==> config.mk <==
export PLATFORM = sky130hd
export DESIGN_NAME = filtr_notch_mc
export DESIGN_NICKNAME = d
export VERILOG_FILES = /design/src/rtl/filtr_notch_mc.sv
export SDC_FILE = /design/constraint.sdc
export NUM_CORES = 2
export LEC_CHECK = 0
export BUFFER_PORTS_ARGS = -buffer_cell sky130_fd_sc_hd__buf_2
export CAP_MARGIN = 10
export CORE_MARGIN = 2
export CORE_UTILIZATION = 50
export DETAILED_ROUTE_END_ITERATION = 8
export GPL_TIMING_DRIVEN = 0
export HOLD_SLACK_MARGIN = 0.05
export PLACE_DENSITY = 0.66
export SETUP_SLACK_MARGIN = 0.4
export SLEW_MARGIN = 20
export SYNTH_ARGS = -nofsm -noshare
export SYNTH_HDL_FRONTEND = slang
export SYNTH_SLANG_ARGS = --single-unit
==> constraint.sdc <==
create_clock -name clk -period 16.73 [get_ports clk]
set_clock_uncertainty 0.1 [all_clocks]
set_input_delay 5.019 -clock clk [delete_from_list [all_inputs] [get_ports clk]]
set_output_delay 5.019 -clock clk [all_outputs]
set_load 0.02 [all_outputs]
==> src/rtl/filtr_notch_mc.sv <==
// Multi-channel second-order IIR notch filter; one multiplier shared over CH channels.
// Define FILTR_SAT_FLAG_EN to add per-channel saturation flags (sat_clr / sat_flag).
module filtr_notch_mc #(
  parameter int DATA_SIZE = 25,
  parameter int COEF_SIZE = 25,
  parameter int COEF_FRAC = 23,
  parameter int CH        = 4,
  parameter int ADDR_W    = 4
) (
  input  logic                        clk,
  input  logic                        reset,
  input  logic                        sample,
  input  logic [CH*(DATA_SIZE-1)-1:0] data_in,
  input  logic                        coef_we,
  input  logic [ADDR_W-1:0]           coef_addr,
  input  logic [COEF_SIZE-1:0]        coef_wdata,
  output logic [CH*(DATA_SIZE-1)-1:0] data_out,
  output logic                        filter_done,
  output logic                        busy,
  output logic                        overrun
`ifdef FILTR_SAT_FLAG_EN
  ,
  input  logic                        sat_clr,
  output logic [CH-1:0]               sat_flag
`endif
);
  localparam int W  = DATA_SIZE - 1;
  localparam int PW = COEF_SIZE + DATA_SIZE - 1;
  localparam int AW = COEF_SIZE + DATA_SIZE + 2;
  localparam int NC = 3 * CH;
  localparam int CW = (CH > 1) ? $clog2(CH) : 1;
  localparam int KW = $clog2(NC);
  localparam logic signed [AW-1:0] HALF   = {{(AW-COEF_FRAC){1'b0}}, 1'b1, {(COEF_FRAC-1){1'b0}}};
  localparam logic signed [AW-1:0] SAT_HI = {{(AW-W+1){1'b0}}, {(W-1){1'b1}}};
  localparam logic signed [AW-1:0] SAT_LO = {{(AW-W+1){1'b1}}, {(W-1){1'b0}}};

  typedef enum logic [2:0] {
    IDLE = 3'd0, CAPT = 3'd1, MUL_B1 = 3'd2, MUL_A1 = 3'd3,
    MUL_A2 = 3'd4, SUM = 3'd5, DONE = 3'd6
  } state_t;

  state_t                      state_r, state_s;
  logic                        accept_s, last_s;
  logic [CW-1:0]               ch_r;
  logic [KW-1:0]               kb_s;
  logic signed [COEF_SIZE-1:0] shadow_r [NC];
  logic signed [COEF_SIZE-1:0] active_r [NC];
  logic signed [W-1:0]         xin_r [CH];
  logic signed [W-1:0]         x1_r [CH];
  logic signed [W-1:0]         x2_r [CH];
  logic signed [W-1:0]         y1_r [CH];
  logic signed [W-1:0]         y2_r [CH];
  logic signed [COEF_SIZE-1:0] mc_s;
  logic signed [W-1:0]         md_s;
  logic signed [PW-1:0]        prod_s;
  logic signed [AW-1:0]        acc_r, seed_s, rsum_s, rnd_s;
  logic signed [W-1:0]         y_s;

  // Sequencer state register
  always_ff @(posedge clk or negedge reset) begin
    if (!reset) state_r <= IDLE;
    else        state_r <= state_s;
  end

  // Next-state logic: three multiply-accumulate cycles plus a write-back per channel
  always_comb begin
    state_s = state_r;
    case (state_r)
      IDLE:    state_s = sample ? CAPT : IDLE;
      CAPT:    state_s = MUL_B1;
      MUL_B1:  state_s = MUL_A1;
      MUL_A1:  state_s = MUL_A2;
      MUL_A2:  state_s = SUM;
      SUM:     state_s = last_s ? DONE : MUL_B1;
      DONE:    state_s = IDLE;
      default: state_s = IDLE;
    endcase
  end

  // Sequencer control strobes
  always_comb begin
    accept_s = 1'b0;
    last_s   = 1'b0;
    case (state_r)
      IDLE:    accept_s = sample;
      SUM:     last_s   = (ch_r == CW'(CH - 1));
      default: begin
        accept_s = 1'b0;
        last_s   = 1'b0;
      end
    endcase
  end

  // Shared multiplier operand select
  always_comb begin
    kb_s = KW'(int'(ch_r) * 3);
    mc_s = {COEF_SIZE{1'b0}};
    md_s = {W{1'b0}};
    case (state_r)
      MUL_B1: begin
        mc_s = active_r[kb_s];
        md_s = x1_r[ch_r];
      end
      MUL_A1: begin
        mc_s = active_r[kb_s + KW'(2'd1)];
        md_s = y1_r[ch_r];
      end
      MUL_A2: begin
        mc_s = active_r[kb_s + KW'(2'd2)];
        md_s = y2_r[ch_r];
      end
      default: begin
        mc_s = {COEF_SIZE{1'b0}};
        md_s = {W{1'b0}};
      end
    endcase
    prod_s = PW'(mc_s) * PW'(md_s);
  end

  // Accumulator seed, round-half-up and clamp of the channel result
  always_comb begin
    seed_s = (AW'(xin_r[ch_r]) + AW'(x2_r[ch_r])) <<< COEF_FRAC;
    rsum_s = acc_r + HALF;
    rnd_s  = rsum_s >>> COEF_FRAC;
    if (rnd_s > SAT_HI)      y_s = {1'b0, {(W-1){1'b1}}};
    else if (rnd_s < SAT_LO) y_s = {1'b1, {(W-1){1'b0}}};
    else                     y_s = rnd_s[W-1:0];
  end

  // Shadow bank takes writes; active bank snapshots it (plus a same-edge write) on accept
  always_ff @(posedge clk or negedge reset) begin
    if (!reset) begin
      for (int i = 0; i < NC; i++) begin
        shadow_r[i] <= {COEF_SIZE{1'b0}};
        active_r[i] <= {COEF_SIZE{1'b0}};
      end
    end else begin
      for (int i = 0; i < NC; i++) begin
        if (coef_we && (coef_addr == ADDR_W'(i))) shadow_r[i] <= coef_wdata;
        else                                      shadow_r[i] <= shadow_r[i];
        if (accept_s)
          active_r[i] <= (coef_we && (coef_addr == ADDR_W'(i))) ? coef_wdata : shadow_r[i];
        else
          active_r[i] <= active_r[i];
      end
    end
  end

  // Datapath: input capture, accumulation, write-back and delay-line shift
  always_ff @(posedge clk or negedge reset) begin
    if (!reset) begin
      ch_r     <= {CW{1'b0}};
      acc_r    <= {AW{1'b0}};
      data_out <= {(CH*W){1'b0}};
      for (int c = 0; c < CH; c++) begin
        xin_r[c] <= {W{1'b0}};
        x1_r[c]  <= {W{1'b0}};
        x2_r[c]  <= {W{1'b0}};
        y1_r[c]  <= {W{1'b0}};
        y2_r[c]  <= {W{1'b0}};
      end
    end else begin
      case (state_r)
        IDLE: begin
          if (accept_s) begin
            ch_r <= {CW{1'b0}};
            for (int c = 0; c < CH; c++) xin_r[c] <= data_in[c*W +: W];
          end
        end
        MUL_B1:         acc_r <= seed_s + AW'(prod_s);
        MUL_A1, MUL_A2: acc_r <= acc_r + AW'(prod_s);
        SUM: begin
          data_out[int'(ch_r)*W +: W] <= y_s;
          x2_r[ch_r] <= x1_r[ch_r];
          x1_r[ch_r] <= xin_r[ch_r];
          y2_r[ch_r] <= y1_r[ch_r];
          y1_r[ch_r] <= y_s;
          ch_r       <= last_s ? {CW{1'b0}} : ch_r + CW'(1'b1);
        end
        default: ;
      endcase
    end
  end

  // Status outputs
  always_ff @(posedge clk or negedge reset) begin
    if (!reset) begin
      filter_done <= 1'b0;
      busy        <= 1'b0;
      overrun     <= 1'b0;
    end else begin
      filter_done <= last_s;
      if (accept_s)    busy <= 1'b1;
      else if (last_s) busy <= 1'b0;
      else             busy <= busy;
      if (sample && (state_r != IDLE)) overrun <= 1'b1;
      else                             overrun <= overrun;
    end
  end

`ifdef FILTR_SAT_FLAG_EN
  logic clamp_s;

  // Clamp indication for the channel being written back
  always_comb begin
    if (state_r == SUM) clamp_s = (rnd_s > SAT_HI) || (rnd_s < SAT_LO);
    else                clamp_s = 1'b0;
  end

  // Sticky per-channel saturation flags; a set beats a same-edge clear
  always_ff @(posedge clk or negedge reset) begin
    if (!reset) begin
      sat_flag <= {CH{1'b0}};
    end else begin
      for (int c = 0; c < CH; c++) begin
        if (clamp_s && (ch_r == CW'(c))) sat_flag[c] <= 1'b1;
        else if (sat_clr)                sat_flag[c] <= 1'b0;
        else                             sat_flag[c] <= sat_flag[c];
      end
    end
  end
`endif

endmodule

==> flow_summary.json <==
{
  "fin_nets": 9627,
  "synth_mux_area_share_pct": 16.0,
  "dp_hpwl_um": 230000,
  "synthSimpleGateAreaFrac_pct": 13.4,
  "cts_tree": "built",
  "ys_ff_latch": 1236,
  "multi_input_area_mm2": 0.0484,
  "clock_sinks": 1236,
  "finalMaxSlewViolations": 0,
  "dpl_worst_slack_ns": -1.07,
  "postCtsHoldBufs": 0,
  "rsz0062_at_grt": "no",
  "port_buffers": 224,
  "min_to": "overrun",
  "end_kind": "flop",
  "slew_headroom_pct": 15.2,
  "cts_buffers": 135,
  "fill_cells": 14600,
  "top_layer": "met5",
  "path_clk_slew_ns": 0.06,
  "syn_area_mm2": 0.0840,
  "gp_congestion": 0.997,
  "hold_depth": 1,
  "crit_type": "flop to flop",
  "r2r_end": "acc_r[43]",
  "fin_crit_ns": 15.90,
  "antenna_found_initial": 10,
  "synthXorXnorAreaFrac_pct": 1.88,
  "num_vias": 66900,
  "wl_met3_um": 34800,
  "setup_ws_ns": 0.832,
  "ant_nets": 0,
  "wire_per_inst_um": 28.1,
  "outcome": "complete, no violations",
  "cp_common_cell": "fa_1",
  "hold_start": "overrun",
  "dr_wl_met2_um": 134000,
  "start_kind": "flop",
  "synth_ff_type": "dfrtp_1",
  "clock_path_buffers": 3,
  "grt_usage_pct": 36.2,
  "synth.distinct_cells": 91,
  "ios": 228,
  "met1_length_um": 119000,
  "ys_warn_count": 0,
  "worstReg2RegStart": "ch_r[1]",
  "synth_area_per_cell_um2": 10.2,
  "clock_latency_ns": 0.80,
  "grt_max_degree": 143,
  "synth_edf_count": 0,
  "core_area_mm2": 0.167,
  "ys_seq_area_share_pct": 36.8,
  "reg2reg_slack_ns": 0.83,
  "drc": 0,
  "syn_to_final_growth_pct": 11.1,
  "ctsHtreeMaxLevel": 4,
  "synth_compound_area_share_pct": 7.25,
  "fin_crit_sh_pct": 95.0,
  "grt_pass1_vias": 66900,
  "holdCritPathClass": "flop to flop",
  "drv_cap": 0,
  "dieArea_mm2": 0.171,
  "slowest_stage": "fa_1",
  "wl_um": 308000,
  "synth_top_family_by_area": "adder cells",
  "drt-pass1-iter-count": 6,
  "dieHeight_um": 414,
  "syn_inst": 8211,
  "regArea_mm2": 0.0309,
  "place_inst": 10700,
  "row_count": 150,
  "setup_viol": 0,
  "overflow": 0,
  "ff2ff_path_depth": 48,
  "grt_pass1_wl_um": 448000,
  "slowest_delay_ns": 0.62,
  "drt_iter0_drc": 7511,
  "drive_gt1_share_pct": 17.5,
  "initial_core_util_pct": 50.3,
  "cp_data_arrival_time_ns": 16.47,
  "cts_root_buf": "clkbuf_16",
  "max_freq_ghz": 0.0629,
  "vias_per_cell": 6.12,
  "critical_path_required_ns": 17.30,
  "hold_violations": 0,
  "fp.dieW_um": 414,
  "cp_max_fo": 10,
  "synthArstFlopShare_pct": 100,
  "worstMarginPinSlew_ns": 1.27,
  "instances_no_fill": 10900,
  "synthAdderAreaFrac_pct": 18.8,
  "syn_nets": 9220
}
-- cell usage in the layout, fill, tap and decap left out, types with 23 or more instances in the layout --
cell type	Yosys	final
a21oi_1	248	242
nor2_1	257	256
nand2_1	2161	2161
mux2i_1	100	100
o22ai_1	65	53
buf_1	37	29
nor2b_1	30	30
buf_4	19	39
xnor2_1	114	113
o21ai_0	279	276
xor2_1	63	63
and2_1	96	96
a31oi_1	27	26
ha_1	247	247
nor3_1	31	28
a22oi_1	35	34
fa_1	633	632
mux4_2	295	295
dfrtp_1	1236	1235
clkbuf_1	346	354
clkbuf_8	0	25
nand3b_1	25	25
o21ai_1	38	28
nand2b_1	28	28
inv_1	781	779
clkbuf_16	0	138
nand3_1	40	40
a22o_1	32	32
buf_2	77	301
o21a_1	23	23
mux2_2	517	517
a21o_1	82	82
-- synth_stat cells, types with 16 or more instances --
library cell	number	area share (%)
nand2_1	2161	9.7
dfrtp_1	1236	37
inv_1	781	3.5
fa_1	633	15
mux2_2	517	6.9
clkbuf_1	346	1.5
mux4_2	295	7.9
o21ai_0	279	1.7
nor2_1	257	1.1
a21oi_1	248	1.5
ha_1	247	3.7
xnor2_1	114	1.2
mux2i_1	100	1.2
and2_1	96	0.71
a21o_1	82	0.73
buf_2	77	0.46
o22ai_1	65	0.48
xor2_1	63	0.66
nand3_1	40	0.24
o21ai_1	38	0.23
buf_1	37	0.17
a22oi_1	35	0.31
a22o_1	32	0.33
nor3_1	31	0.18
nor2b_1	30	0.22
nand2b_1	28	0.21
a31oi_1	27	0.20
nand3b_1	25	0.22
o21a_1	23	0.21
nand4_1	21	0.16
o221ai_1	21	0.22
buf_4	19	0.17
and3_1	16	0.12
-- registers in the layout, indices dropped and copies added (netlist names) --
signal	cells
overrun	1
y2_r	96
active_r	300
shadow_r	300
filter_done	1
data_out	96
x2_r	96
y1_r	96
ch_r	2
busy	1
state_r	3
acc_r	52
x1_r	96
xin_r	96
-- metal layers --
metal	GRT usage [%]	vias to the layer above
met1	47.9	34100
met2	53.8	3940
li1	-	27900
met4	20.0	6
met5	0	-
met3	10.5	966
-- cell families after synthesis --
kind of cell             Yosys count
AND/OR/NAND/NOR                 2762
buffers and inverters           1266
flip-flops                      1236
multiplexers                     912
AO/OA/AOI/OAI                    977
XOR/XNOR                         178
adder cells (fa/ha/maj)          880
-- worst max-delay path: cells and delay by family (launching register included) --
| family | cells | cell delay [ns] |
|---|---|---|
| AOI/OAI and AO/OA | 12 | 2.36 |
| and+or+nand+nor | 6 | 1.48 |
| adders and majority gates | 10 | 4.77 |
| buffers and inverters | 17 | 5.34 |
| DFF | 1 | 0.60 |
| muxes | 1 | 0.29 |
| xor gates and xnor gates | 2 | 0.71 |
-- timing repair --
action / in CTS / in global routing
setup endpoints to repair: 26 / 17
pin swaps: 0 / 7
buffers inserted: 0 / 17
resized for setup: 18 / 54
cloned: 0 / 0
-- area by class of cell --
type                    instances  share of cell area [%]
flip-flops and latches       1236                    33.1
diodes                          4                  0.0107
plain buffers                 482                    2.22
multi-input cells            5709                    51.8
clock inverters                47                   0.595
inverters                     784                    3.16
repair buffers                270                    1.91
clock buffers                 195                    4.20
well taps                    2204                    2.95
-- how the worst max path moves through the flow --
stage            start   endpoint  slack [ns]
2_1_floorplan  ch_r[1]  acc_r[51]        4.28
6_report       ch_r[1]  acc_r[43]        0.83
3_3_place_gp     reset   x2_r[84]      -16.39
5_1_grt        ch_r[1]  acc_r[43]        0.42
4_1_cts        ch_r[1]  acc_r[50]        0.42
3_5_place_dp   ch_r[1]  acc_r[43]       -1.07
-- through the flow --
| stage | util (%) | cell area, µm² | hold WS [ns] | setup TNS, ns |
|---|---|---|---|---|
| floorplan | - | 84000 | 0.340 | 0 |
| global placement | 52.6 | 87900 | 0.353 | - |
| detailed placement | 53.0 | 88500 | 0.357 | -12.52 |
| CTS | 55.7 | 93100 | 0.371 | 0 |
| global route | 55.9 | 93400 | 0.384 | 0 |
| finish | 55.9 | 93400 | 0.370 | 0 |
Power is not shown: default switching activity piles up to over one toggle a cycle in this logic, so the estimate is an artifact.
